==> src/rtl/pc_pkg.sv <==
// Shared types for the program counter: command encoding and strobe priority encoder.
// Pure combinational helpers; no state.
package pc_pkg;

  typedef enum logic [2:0] {
    OP_NONE,
    OP_INR,
    OP_SKIP,
    OP_LOAD,
    OP_CALL,
    OP_RET
  } pc_op_t;

  // Ret > Call > Load > Skip > INR; exactly one command wins.
  function automatic pc_op_t pc_decode(input logic ret, input logic call, input logic load,
                                       input logic skip, input logic inr);
    pc_op_t op;
    if (ret)       op = OP_RET;
    else if (call) op = OP_CALL;
    else if (load) op = OP_LOAD;
    else if (skip) op = OP_SKIP;
    else if (inr)  op = OP_INR;
    else           op = OP_NONE;
    return op;
  endfunction

endpackage

==> src/rtl/pc_stack_if.sv <==
// Command strobes and status bundle between the control unit (master) and the PC (slave).
// Latency 1 cycle per command; no backpressure, a command may be issued every cycle.
interface pc_stack_if #(
  parameter int WIDTH = 12,
  parameter int DEPTH = 4
);
  logic [WIDTH-1:0]             Data;
  logic                         Load;
  logic                         INR;
  logic                         Skip;
  logic                         Call;
  logic                         Ret;
  logic                         ClrErr;
  logic [WIDTH-1:0]             Q;
  logic [WIDTH-1:0]             Top;
  logic [$clog2(DEPTH+1)-1:0]   Count;
  logic                         Full;
  logic                         Empty;
  logic                         Wrap;
  logic                         OvfErr;
  logic                         UndErr;

  modport master (
    output Data, Load, INR, Skip, Call, Ret, ClrErr,
    input  Q, Top, Count, Full, Empty, Wrap, OvfErr, UndErr
  );

  modport slave (
    input  Data, Load, INR, Skip, Call, Ret, ClrErr,
    output Q, Top, Count, Full, Empty, Wrap, OvfErr, UndErr
  );
endinterface

==> src/rtl/pc_stack_ret_stack.sv <==
// LIFO of return addresses; rejects push when full and pop when empty and reports it.
// Push/pop take effect at the next edge; Top/Full/Empty decode from registered count only.
module ret_stack #(
  parameter int WIDTH = 12,
  parameter int DEPTH = 4
) (
  input  logic                       CLK,
  input  logic                       CLR,
  input  logic                       push,
  input  logic                       pop,
  input  logic [WIDTH-1:0]           push_dat,
  output logic [WIDTH-1:0]           top,
  output logic [$clog2(DEPTH+1)-1:0] count,
  output logic                       full,
  output logic                       empty,
  output logic                       push_rej,
  output logic                       pop_rej
);
  localparam int CW = $clog2(DEPTH + 1);
  localparam int IW = (DEPTH > 1) ? $clog2(DEPTH) : 1;

  logic [WIDTH-1:0] mem [DEPTH];
  logic [CW-1:0]    cnt_q;
  logic [IW-1:0]    wr_idx;
  logic [IW-1:0]    rd_idx;

  assign full     = (cnt_q == CW'(DEPTH));
  assign empty    = (cnt_q == '0);
  assign push_rej = push & full;
  assign pop_rej  = pop & empty;
  assign wr_idx   = IW'(cnt_q);
  assign rd_idx   = IW'(cnt_q - CW'(1));
  assign top      = empty ? '0 : mem[rd_idx];
  assign count    = cnt_q;

  always_ff @(posedge CLK or negedge CLR) begin
    if (!CLR) begin
      cnt_q <= '0;
    end else if (push && !full) begin
      cnt_q <= cnt_q + CW'(1);
    end else if (pop && !empty) begin
      cnt_q <= cnt_q - CW'(1);
    end
  end

  // Contents are meaningless above the count, so storage needs no reset.
  always_ff @(posedge CLK) begin
    if (push && !full) mem[wr_idx] <= push_dat;
  end
endmodule

==> src/rtl/pc_stack.sv <==
// Program counter with load/increment/skip and call/return through a return-address stack.
// Latency 1 cycle for every command; no backpressure, rejected Call/Ret only raise sticky flags.
module pc_stack
  import pc_pkg::*;
#(
  parameter int WIDTH = 12,
  parameter int DEPTH = 4
) (
  input logic        CLK,
  input logic        CLR,
  pc_stack_if.slave  bus
);
  pc_op_t           op;
  logic [WIDTH-1:0] q_r;
  logic [WIDTH-1:0] q_nxt;
  logic [WIDTH:0]   sum;
  logic [1:0]       step;
  logic             wrap_r;
  logic             wrap_nxt;
  logic             ovf_r;
  logic             und_r;
  logic             push;
  logic             pop;
  logic             push_rej;
  logic             pop_rej;
  logic [WIDTH-1:0] top;

  assign op   = pc_decode(bus.Ret, bus.Call, bus.Load, bus.Skip, bus.INR);
  assign push = (op == OP_CALL);
  assign pop  = (op == OP_RET);

  always_comb begin
    step = 2'd0;
    if (op == OP_SKIP)                      step = 2'd2;
    else if (op == OP_INR || op == OP_CALL) step = 2'd1;
  end

  // Carry is bit WIDTH of the widened sum and never reaches Q.
  assign sum = {1'b0, q_r} + {{(WIDTH-1){1'b0}}, step};

  always_comb begin
    q_nxt    = q_r;
    wrap_nxt = 1'b0;
    case (op)
      OP_INR, OP_SKIP: begin
        q_nxt    = sum[WIDTH-1:0];
        wrap_nxt = sum[WIDTH];
      end
      OP_LOAD: q_nxt = bus.Data;
      OP_CALL: begin
        if (!push_rej) begin
          q_nxt    = bus.Data;
          wrap_nxt = sum[WIDTH];
        end
      end
      OP_RET:  if (!pop_rej) q_nxt = top;
      default: ;
    endcase
  end

  always_ff @(posedge CLK or negedge CLR) begin
    if (!CLR) begin
      q_r    <= '0;
      wrap_r <= 1'b0;
      ovf_r  <= 1'b0;
      und_r  <= 1'b0;
    end else begin
      q_r    <= q_nxt;
      wrap_r <= wrap_nxt;
      // An error in the same cycle as ClrErr keeps the flag set.
      if (push_rej)        ovf_r <= 1'b1;
      else if (bus.ClrErr) ovf_r <= 1'b0;
      if (pop_rej)         und_r <= 1'b1;
      else if (bus.ClrErr) und_r <= 1'b0;
    end
  end

  ret_stack #(.WIDTH(WIDTH), .DEPTH(DEPTH)) u_stack (
    .CLK      (CLK),
    .CLR      (CLR),
    .push     (push),
    .pop      (pop),
    .push_dat (sum[WIDTH-1:0]),
    .top      (top),
    .count    (bus.Count),
    .full     (bus.Full),
    .empty    (bus.Empty),
    .push_rej (push_rej),
    .pop_rej  (pop_rej)
  );

  assign bus.Q      = q_r;
  assign bus.Top    = top;
  assign bus.Wrap   = wrap_r;
  assign bus.OvfErr = ovf_r;
  assign bus.UndErr = und_r;
endmodule

==> src/flat_wrapper.sv <==
// flat-port wrapper written by rule: the top's interface ports become plain ports
module pc_stack_flat import pc_pkg::*;
#(
  parameter int WIDTH = 12,
  parameter int DEPTH = 4
)
  (CLK, CLR, bus_Data, bus_Load, bus_INR, bus_Skip, bus_Call, bus_Ret, bus_ClrErr, bus_Q, bus_Top, bus_Count, bus_Full, bus_Empty, bus_Wrap, bus_OvfErr, bus_UndErr);
  pc_stack_if #(.WIDTH(WIDTH), .DEPTH(DEPTH)) bus_i ();
  input logic CLK;
  input logic CLR;
  input wire logic [$bits(bus_i.Data)-1:0] bus_Data;
  input wire logic [$bits(bus_i.Load)-1:0] bus_Load;
  input wire logic [$bits(bus_i.INR)-1:0] bus_INR;
  input wire logic [$bits(bus_i.Skip)-1:0] bus_Skip;
  input wire logic [$bits(bus_i.Call)-1:0] bus_Call;
  input wire logic [$bits(bus_i.Ret)-1:0] bus_Ret;
  input wire logic [$bits(bus_i.ClrErr)-1:0] bus_ClrErr;
  output wire logic [$bits(bus_i.Q)-1:0] bus_Q;
  output wire logic [$bits(bus_i.Top)-1:0] bus_Top;
  output wire logic [$bits(bus_i.Count)-1:0] bus_Count;
  output wire logic [$bits(bus_i.Full)-1:0] bus_Full;
  output wire logic [$bits(bus_i.Empty)-1:0] bus_Empty;
  output wire logic [$bits(bus_i.Wrap)-1:0] bus_Wrap;
  output wire logic [$bits(bus_i.OvfErr)-1:0] bus_OvfErr;
  output wire logic [$bits(bus_i.UndErr)-1:0] bus_UndErr;
  assign bus_i.Data = bus_Data;
  assign bus_i.Load = bus_Load;
  assign bus_i.INR = bus_INR;
  assign bus_i.Skip = bus_Skip;
  assign bus_i.Call = bus_Call;
  assign bus_i.Ret = bus_Ret;
  assign bus_i.ClrErr = bus_ClrErr;
  assign bus_Q = bus_i.Q;
  assign bus_Top = bus_i.Top;
  assign bus_Count = bus_i.Count;
  assign bus_Full = bus_i.Full;
  assign bus_Empty = bus_i.Empty;
  assign bus_Wrap = bus_i.Wrap;
  assign bus_OvfErr = bus_i.OvfErr;
  assign bus_UndErr = bus_i.UndErr;
  pc_stack #(.WIDTH(WIDTH), .DEPTH(DEPTH)) u_core (.CLK(CLK), .CLR(CLR), .bus(bus_i));
endmodule
==> config.mk <==
export PLATFORM = sky130hd
export DESIGN_NAME = pc_stack_flat
export DESIGN_NICKNAME = d
export VERILOG_FILES = /design/src/rtl/pc_pkg.sv /design/src/rtl/pc_stack_if.sv /design/src/rtl/pc_stack_ret_stack.sv /design/src/rtl/pc_stack.sv /design/src/flat_wrapper.sv
export SDC_FILE = /design/constraint.sdc
export NUM_CORES = 1
export LEC_CHECK = 0
export BUFFER_PORTS_ARGS = -buffer_cell sky130_fd_sc_hd__buf_4
export CELL_PAD_IN_SITES_DETAIL_PLACEMENT = 1
export CELL_PAD_IN_SITES_GLOBAL_PLACEMENT = 1
export CORE_ASPECT_RATIO = 1.5
export CORE_MARGIN = 4
export CORE_UTILIZATION = 45
export CTS_CLUSTER_SIZE = 30
export DETAILED_ROUTE_END_ITERATION = 10
export PLACE_DENSITY = 0.83
export SYNTH_ARGS = -nofsm -noshare
export SYNTH_HDL_FRONTEND = slang
export SYNTH_HIERARCHICAL = 1
export SYNTH_SLANG_ARGS = --single-unit
==> constraint.sdc <==
create_clock -name CLK -period 7.17 [get_ports CLK]
set_clock_uncertainty 0.2 [all_clocks]
set_input_delay 1.434 -clock CLK [delete_from_list [all_inputs] [get_ports CLK]]
set_output_delay 1.434 -clock CLK [all_outputs]
set_load 0.01 [all_outputs]
==> results.toml <==
[critical_path]
setup.worst_path.class = "reg2out"
rr_worst_depth = 8
critPathRequiredTime_ns = 5.54
critical_path_arrival_ns = 3.17
path_buf_inv = 2
crit_cells = 5
worstPathCellList = "inv_2, ha_1, mux4_2, nor2b_1, buf_4"
end_kind = "primary output"
crit_family = "flip-flops"
critPathLaunchType = "register"
timing.critical_path.slowest_cell_delay_ns = 1.05
crit_fanout = 17
cpMaxStageDelayCell = "dfrtp_1"

[route]
vias = 2385
ant_nets = 0
firstDrtPassIters = 5
drt_iter0_markers = 114
finalWirelength_mm = 9.55
wl_per_cell_um = 23.1
drc_errors = 0
vias_per_cell = 5.77

[floorplanning]
ios = 52
start_util_pct = 46.8
die_w_um = 79.5
core_um2 = 7370
die_h_um = 115
dieArea_um2 = 9160
row_count = 38

[finish]
area_delta_synth_final_pct = 17.4
drive_gt1_share_pct = 29.7
final_cell_area_um2 = 4050
diodes = 0
finish.utilization_pct = 55.0
multiInputGateArea_um2 = 1390
ff_latch_area_um2 = 1890
final_nets = 337
fillers = 750

[grt]
use_met3_pct = 5.88
grt_pass1_wl_mm = 14.7
use_met2_pct = 40.3
grt_pass1_vias = 2659
antenna_found_initial = 0
grt_max_degree = 34
grt_busiest_layer = "met2"
grt_overflow = 0
track_usage_pct = 22.5
met1_usage_pct = 24.4

[sta]
min_period_ns = 4.81
tns_ns = 0
timing.final.crit_share_pct = 67.0
hold_violations = 0
setup_viol = 0
relSlewSlack_pct = 28.8
worst_slew_pin_slew_ns = 1.07
slew_viol_final = 0
rsz0062_at_grt = "no"
fmax_mhz = 208
setup_slack_ns = 2.36

[clock_tree]
cts_resized = 0
hold_buffers = 0
cts_sinks = 66
clkTransAtPathRegs_ns = 0.08
clock_path_buffers = 2
cts_setup_buffers = 0
worst_skew_pair.late_latency_ns = 0.35
cts_root_buffer = "clkbuf_8"
h-tree-depth = 3
cts_inserted_buffers = 9
cts_tree = "done"

[logic_synthesis]
synthSimpleGateAreaFrac_pct = 13.1
synth_top_family_by_area = "simple AND/OR/NAND/NOR gates"
synthXorXnorAreaFrac_pct = 2.79
synth-compound-area-share_pct = 11.1
synthArstFlopShare_pct = 27.3
synth_edf_count = 48
ys_ff_latch = 66
yosysWarnings = 6
syn_inst = 263
synthesis.area_um2 = 3450
synth_area_per_cell_um2 = 13.1
synth_fa_ha_area_share_pct = 3.48
ys_top_cells_by_area = "edfxtp_1 (42%), dfrtp_1 (13%), mux4_2 (7.8%), nor2b_1 (3.3%), ha_1 (2.9%)"
synth_top_area_share_pct = 41.8
synth_nets = 292
yosysMostFrequentCell = "edfxtp_1"
muxShareOfSynthArea_pct = 9.68
synth_cell_type_count = 52
ys.flop_type = "edfxtp_1"
synth.largest_area_cell = "edfxtp_1"
ys_top_cells_by_count = "edfxtp_1 (48), dfrtp_1 (18), nor2b_1 (18)"
ys_seq_area_share_pct = 54.8

[pwr]
pwr-share-seq_pct = 36.9
ir_drop_mv = 0.273
p_clk_share_pct = 19.7
p_int_mw = 1.12
p_comb_share_pct = 43.4
powerDensity_nw_per_um2 = 437
p_sw_mw = 0.657
p_leak_nw = 1.59
switching_share_pct = 37.0
fin_total_pwr_mw = 1.77

[run_status]
status = "complete, no violations"

[place]
post-dp-hpwl_mm = 6.57
placed_cell_area_um2 = 3830
portBuffers = 51
dp_slack_ns = 2.66
gp_congestion = 0.908

[flow_run]
drv_cap = 0

[hold_path]
min_path_cells = 1
worst_hold_path_type = "reg2reg"
==> final cells by class <==
class | instances | share of cell area [%]
clock buffers | 11 | 3.49
clock inverters | 5 | 1.91
inverters | 13 | 1.20
multi-input cells | 167 | 34.2
flip-flops and latches | 66 | 46.7
well taps | 100 | 3.09
repair buffers | 51 | 9.45
==> layout by cell type, fill, tap and decap left out, types with 2 or more instances in the layout <==
cell type	count
a21o_1	3
a21oi_1	12
a221oi_1	3
a22oi_1	2
a31oi_1	2
and2_1	7
and3_1	2
buf_4	51
bufinv_16	2
clkbuf_8	10
clkinv_2	2
dfrtp_1	18
edfxtp_1	48
ha_1	8
inv_1	12
mux2_1	2
mux2i_1	3
mux4_2	12
nand2_1	10
nand2b_1	2
nand3_1	4
nand3b_1	3
nand4_1	5
nor2_1	13
nor2b_1	18
nor3b_1	4
o21ai_0	12
o21ai_1	2
o21bai_2	3
o22ai_2	2
o2bb2ai_2	3
o31a_1	2
or3_1	2
xnor2_1	7
xor2_1	4
==> cells by family after synthesis <==
group,count (synthesis)
simple gates,77
mux,18
compound gates,52
xor+xnor,11
fa+ha+maj,9
flops,66
buf+inv,30
==> worst reg2reg max path, stage by stage, from the launching register on <==
cell,delay [ns]
dfrtp_1,1.05
inv_2,0.14
ha_1,0.83
mux4_2,0.41
nor2b_1,0.17
nand2_1,0.12
o21ai_0,0.14
a41oi_1,0.25
o22ai_1,0.12
==> sequential cells by signal (all words and copies together) (netlist names) <==
register	cells
u_core/bus.Wrap	1
u_core/bus.Q	12
u_core/bus.UndErr	1
u_core/u_stack/mem	48
u_core/u_stack/count	3
u_core/bus.OvfErr	1
==> final timing paths <==
kind                       slack [ns]                     from                 to
min                              0.29        u_core/bus.UndErr  u_core/bus.UndErr
min reg2reg                      0.29        u_core/bus.UndErr  u_core/bus.UndErr
max                              2.36  u_core/u_stack/count[0]         bus_Top[9]
min in group asynchronous        0.75                      CLR    u_core/bus.Q[4]
max in group asynchronous        5.79                      CLR    u_core/bus.Q[9]
max reg2reg                      3.60  u_core/u_stack/count[0]    u_core/bus.Q[7]
==> power groups by stage <==
stage	Clock (mW)	Combinational, mW	Sequential [mW]
2_1_floorplan	0	0.489	0.620
3_3_place_gp	0	0.747	0.657
3_5_place_dp	0	0.773	0.665
4_1_cts	0.352	0.783	0.658
5_1_grt	0.373	0.832	0.670
6_report	0.348	0.770	0.655
==> routing by layer <==
metal	routed length, um	share of wire [%]
met3	675	7.1
met4	280	2.9
met2	5260	55
met5	0	0
met1	3330	35
==> stage by stage <==
step / instances / hold slack, ns
after floorplan: 263 / 0.320
after CTS: 413 / 0.290
after detailed placement: 397 / 0.274
after global routing: 413 / 0.305
final: 413 / 0.286
after global placement: 397 / 0.268
Note: power is estimated with default switching activity, not from simulation.
